<file path="src/rtl/fetch_unit.sv">
// Instruction-fetch stage: owns the PC, absorbs the one-cycle imem read
// latency and presents one instruction per cycle to decode with a
// valid/stall handshake. A one-entry skid buffer catches the word that is
// already in flight when decode stalls, so nothing is lost or duplicated.
module fetch_unit #(
  parameter int unsigned ADDR_W   = 12,
  parameter int unsigned RESET_PC = 0
) (
  input  logic              clock,
  input  logic              reset,
  output logic [ADDR_W-1:0] address_imem,
  input  logic [31:0]       q_imem,
  output logic [31:0]       instr,
  output logic [ADDR_W-1:0] instr_pc,
  output logic              instr_valid,
  input  logic              stall,
  input  logic              redirect,
  input  logic [ADDR_W-1:0] redirect_target
);

  localparam logic [ADDR_W-1:0] PC_INIT = ADDR_W'(RESET_PC);

  logic [ADDR_W-1:0] r_pc;
  logic              r_inflight_valid;
  logic [ADDR_W-1:0] r_inflight_pc;
  logic [31:0]       r_instr;
  logic [ADDR_W-1:0] r_instr_pc;
  logic              r_instr_valid;
  logic              r_skid_valid;
  logic [31:0]       r_skid_instr;
  logic [ADDR_W-1:0] r_skid_pc;

  logic [ADDR_W-1:0] w_pc_nxt;
  logic              w_inflight_valid_nxt;
  logic [ADDR_W-1:0] w_inflight_pc_nxt;
  logic [31:0]       w_instr_nxt;
  logic [ADDR_W-1:0] w_instr_pc_nxt;
  logic              w_instr_valid_nxt;
  logic              w_skid_valid_nxt;
  logic [31:0]       w_skid_instr_nxt;
  logic [ADDR_W-1:0] w_skid_pc_nxt;
  logic              w_issue;
  logic              w_out_free;

  // Next-state: redirect flush, fetch issue, and routing of the arriving word
  always_comb begin
    w_pc_nxt             = r_pc;
    w_inflight_valid_nxt = r_inflight_valid;
    w_inflight_pc_nxt    = r_inflight_pc;
    w_instr_nxt          = r_instr;
    w_instr_pc_nxt       = r_instr_pc;
    w_instr_valid_nxt    = r_instr_valid;
    w_skid_valid_nxt     = r_skid_valid;
    w_skid_instr_nxt     = r_skid_instr;
    w_skid_pc_nxt        = r_skid_pc;

    // Stop fetching only when a held output already has a word queued behind it
    w_issue    = !(r_instr_valid && stall && (r_inflight_valid || r_skid_valid));
    w_out_free = !r_instr_valid || !stall;

    if (redirect) begin
      w_pc_nxt             = redirect_target;
      w_inflight_valid_nxt = 1'b0;
      w_skid_valid_nxt     = 1'b0;
      w_instr_valid_nxt    = 1'b0;
    end else begin
      if (w_issue) begin
        w_pc_nxt             = r_pc + ADDR_W'(1);
        w_inflight_valid_nxt = 1'b1;
        w_inflight_pc_nxt    = r_pc;
      end else begin
        w_inflight_valid_nxt = 1'b0;
      end

      if (r_inflight_valid) begin
        if (w_out_free) begin
          if (r_skid_valid) begin
            // Older skid word goes out first; the new word takes its place
            w_instr_nxt      = r_skid_instr;
            w_instr_pc_nxt   = r_skid_pc;
            w_skid_instr_nxt = q_imem;
            w_skid_pc_nxt    = r_inflight_pc;
          end else begin
            w_instr_nxt    = q_imem;
            w_instr_pc_nxt = r_inflight_pc;
          end
          w_instr_valid_nxt = 1'b1;
        end else begin
          w_skid_valid_nxt = 1'b1;
          w_skid_instr_nxt = q_imem;
          w_skid_pc_nxt    = r_inflight_pc;
        end
      end else if (w_out_free) begin
        if (r_skid_valid) begin
          w_instr_nxt       = r_skid_instr;
          w_instr_pc_nxt    = r_skid_pc;
          w_instr_valid_nxt = 1'b1;
          w_skid_valid_nxt  = 1'b0;
        end else begin
          w_instr_valid_nxt = 1'b0;
        end
      end
    end
  end

  // State registers with synchronous reset
  always_ff @(posedge clock) begin
    if (reset) begin
      r_pc             <= PC_INIT;
      r_inflight_valid <= 1'b0;
      r_inflight_pc    <= '0;
      r_instr          <= '0;
      r_instr_pc       <= '0;
      r_instr_valid    <= 1'b0;
      r_skid_valid     <= 1'b0;
      r_skid_instr     <= '0;
      r_skid_pc        <= '0;
    end else begin
      r_pc             <= w_pc_nxt;
      r_inflight_valid <= w_inflight_valid_nxt;
      r_inflight_pc    <= w_inflight_pc_nxt;
      r_instr          <= w_instr_nxt;
      r_instr_pc       <= w_instr_pc_nxt;
      r_instr_valid    <= w_instr_valid_nxt;
      r_skid_valid     <= w_skid_valid_nxt;
      r_skid_instr     <= w_skid_instr_nxt;
      r_skid_pc        <= w_skid_pc_nxt;
    end
  end

  assign address_imem = r_pc;
  assign instr        = r_instr;
  assign instr_pc     = r_instr_pc;
  assign instr_valid  = r_instr_valid;

endmodule

</file>
<file path="config.mk">
export PLATFORM = sky130hd
export DESIGN_NAME = fetch_unit
export DESIGN_NICKNAME = d
export VERILOG_FILES = /design/src/rtl/fetch_unit.sv
export SDC_FILE = /design/constraint.sdc
export NUM_CORES = 1
export LEC_CHECK = 0
export CAP_MARGIN = 20
export CORE_ASPECT_RATIO = 1.5
export CORE_MARGIN = 1
export CORE_UTILIZATION = 46
export CTS_CLUSTER_DIAMETER = 150
export DETAILED_ROUTE_END_ITERATION = 8
export PLACE_DENSITY = 0.76
export SETUP_SLACK_MARGIN = 0.15
export SLEW_MARGIN = 30
export SYNTH_ARGS = -nofsm -noshare
export SYNTH_HDL_FRONTEND = slang
export SYNTH_SLANG_ARGS = --single-unit
export TNS_END_PERCENT = 20
</file>
<file path="constraint.sdc">
create_clock -name clock -period 1.79 [get_ports clock]
set_clock_uncertainty 0.15 [all_clocks]
set_input_delay 0.537 -clock clock [delete_from_list [all_inputs] [get_ports clock]]
set_output_delay 0.537 -clock clock [all_outputs]
set_load 0.03 [all_outputs]
</file>
==> qor.txt <==
status -> complete, no violations
Max Cap Viol -> 0
crit path DAT -> 1.03 ns
ant diodes -> 0
Synth warnings -> 0
via count -> 4,419
Critical Path Sink Type -> output pin
power per standard cell area -> 947 nW/µm²
Min Hold Slack -> 0.300 ns
row count -> 46
core area -> 10,500 µm²
commonest non-fill, non-tap cell in the layout -> dfxtp_1
Fill cells -> 759
Finished Cell Area -> 7310 µm²
CP cell instances -> clkdlybuf4s15_2
vias in the first global route -> 4,320
synth-to-layout area growth -> 47.3%
# DRC -> 0
Peak VDD IR -> 0.000749 V
max frequency -> 583 MHz
Int Power -> 5250 µW
min cycle time layout -> 1.72 ns
final hold violations -> 0
WL per Instance -> 15.6 µm
drt total wl -> 13.0 mm
worst skew pair latency -> 0.41 ns
Util after Layout -> 69.4%
CP max FO -> 2
switching fraction of total power -> 24.2%
Sw Pwr -> 1670 µW
post-synthesis sequential area ratio -> 46.4%
WP data required -> 1.10 ns
die area -> 11,200 µm²
Reg power frac -> 39.3%
max_slew headroom -> 82.1%
Vias/cell -> 5.30
Leak Pwr -> 0.00275 µW
clock network power share -> 47.7%
Hold Path Class -> reg -> reg
io pins -> 105
fraction of layout cells with a size suffix above 1 -> 31.4%
initial DRC count -> 244
DRT antenna net count -> 0
setup violators final -> 0
dpl hpwl -> 7.62 mm
placed cell area -> 6380 µm²
CTS tree -> yes
initial antenna violation count -> 0
pin count of the biggest net entering global routing -> 52
GRT Total Usage -> 22.6%
Avg Cell Area, Syn -> 9.22 µm²
max incr delay on CP -> 0.32 ns
Starting Density -> 47.1%
chip height -> 129 µm
Crit-path slowest cell -> dfxtp_1
Slew @ Worst Pin -> 0.261 ns
unrepaired setup endpoints after global routing -> true
commonest non-fill, non-tap cells in the layout -> dfxtp_1 (108), nand2_1 (105), buf_4 (69), a21oi_1 (65), mux2i_1 (46)
final setup TNS -> 0 ns
die span in x -> 86.8 µm
GP Congestion -> 0.844
synthesized cell area -> 4960 µm²
Setup CP Type -> reg -> out
Synth Register Bits -> 115
CP top delay family -> flip-flops
Initial DRT Pass Iterations -> 6
fin nets -> 726
final period utilization -> 95.8%
# clock sinks -> 115
Clock Path Buffers -> 2
CTS root buffer -> clkbuf_16
Startpoint Class -> flip-flop
max-slew violations -> 0
combinational power share -> 13.0%
first-pass GRT wire length -> 19.6 mm
area of the multi-input gates -> 2470 µm²
H-tree Lvls -> 4
Register Area -> 2320 µm²
clock buffer count from CTS -> 17
Worst Path Buf+Inv -> 1
port bufs -> 104
clk slew on worst S/H paths -> 0.05 ns
synthesized instance count -> 538
global route overflow -> 0
post-synth net total -> 587
library cells used by synthesis -> 33
==> stage by stage <==
step | setup WS, ns | total power, µW | cells
CTS | 0.0543 | 6910 | 813
global placement | -0.418 | 3610 | 777
floorplan | -0.00992 | 3240 | 538
detailed placement | -0.479 | 3620 | 777
finish | 0.0748 | 6920 | 834
global route | 0.0501 | 7160 | 834
==> state kept, by name, summed over array words and instances, names as in the netlist <==
signal,flops
instr,32
r_skid_instr,32
address_imem,12
instr_pc,12
r_inflight_pc,12
r_skid_pc,12
instr_valid,1
r_inflight_valid,1
r_skid_valid,1
==> cells in the mapped netlist (all sizes together) <==
cell	n	area share [%]
or3	1	0.13
xnor2	2	0.35
a21o	1	0.15
buf	24	3.8
o211a	1	0.20
nor4b	2	0.35
nor3b	1	0.25
nand3	2	0.20
and2	1	0.13
dfxtp	115	46
a211oi	46	11
a21oi	66	6.7
inv	9	0.68
nor3	4	0.63
nor2b	2	0.25
nand4	2	0.25
xor2	8	1.4
clkbuf	20	1.7
nor2	48	3.7
mux2	1	0.23
nand2	106	8.0
nor4	3	0.38
o21a	10	1.5
o21ai	16	1.7
mux2i	46	9.3
ha	1	0.25
==> path summary, 6_finish.rpt <==
kind                 from              end  slack (ns)  cells past startpoint
min          r_skid_pc[7]     r_skid_pc[7]        0.30                      2
min reg2reg  r_skid_pc[7]     r_skid_pc[7]        0.30                      2
max reg2reg   instr_valid  r_skid_instr[5]        0.14                      6
max              instr[9]         instr[9]        0.07                      1
==> logic make-up (layout without fill, tap and decap cells) <==
family	Yosys count	count (layout)	synth area share (%)
AOI/OAI and AO/OA	140	140	21.6
xor gates and xnor gates	10	10	1.77
adders and majority gates	1	1	0.252
buffers and inverters	53	205	6.18
DFF	115	115	46.4
muxes	47	47	9.51
and+or+nand+nor	172	172	14.3
==> repair_timing <==
action | CTS | global route
endpoints found under the setup margin | 158 | 132
hold buffers | 0 | 0
setup buffers | 1 | 19
pin swaps | 2 | 8
cloned | 3 | 2
gates resized for setup | 238 | 76
==> routing by layer <==
layer	up-vias	track usage, %	share of wire [%]
met2	151	39.1	52
met1	2104	25.2	39
met4	0	12.1	3.5
li1	2123	-	-
met3	41	5.73	4.8
met5	-	0	0
==> final cells by class <==
cell class / instances / area share (%)
inverters: 9 / 0.462
clock buffers: 21 / 6.03
well taps: 144 / 2.46
multi-input cells: 370 / 33.8
repair buffers: 164 / 23.6
flip-flops and latches: 115 / 31.7
clock inverters: 11 / 1.87
==> power by group through the flow <==
stage	Sequential (µW)	Clock, µW	Combinational, µW
6_report	2720	3300	900
5_1_grt	2730	3470	956
4_1_cts	2720	3340	846
3_5_place_dp	2770	0	855
3_3_place_gp	2770	0	841
2_1_floorplan	2900	0	336
(Power assumes the default switching activity.)
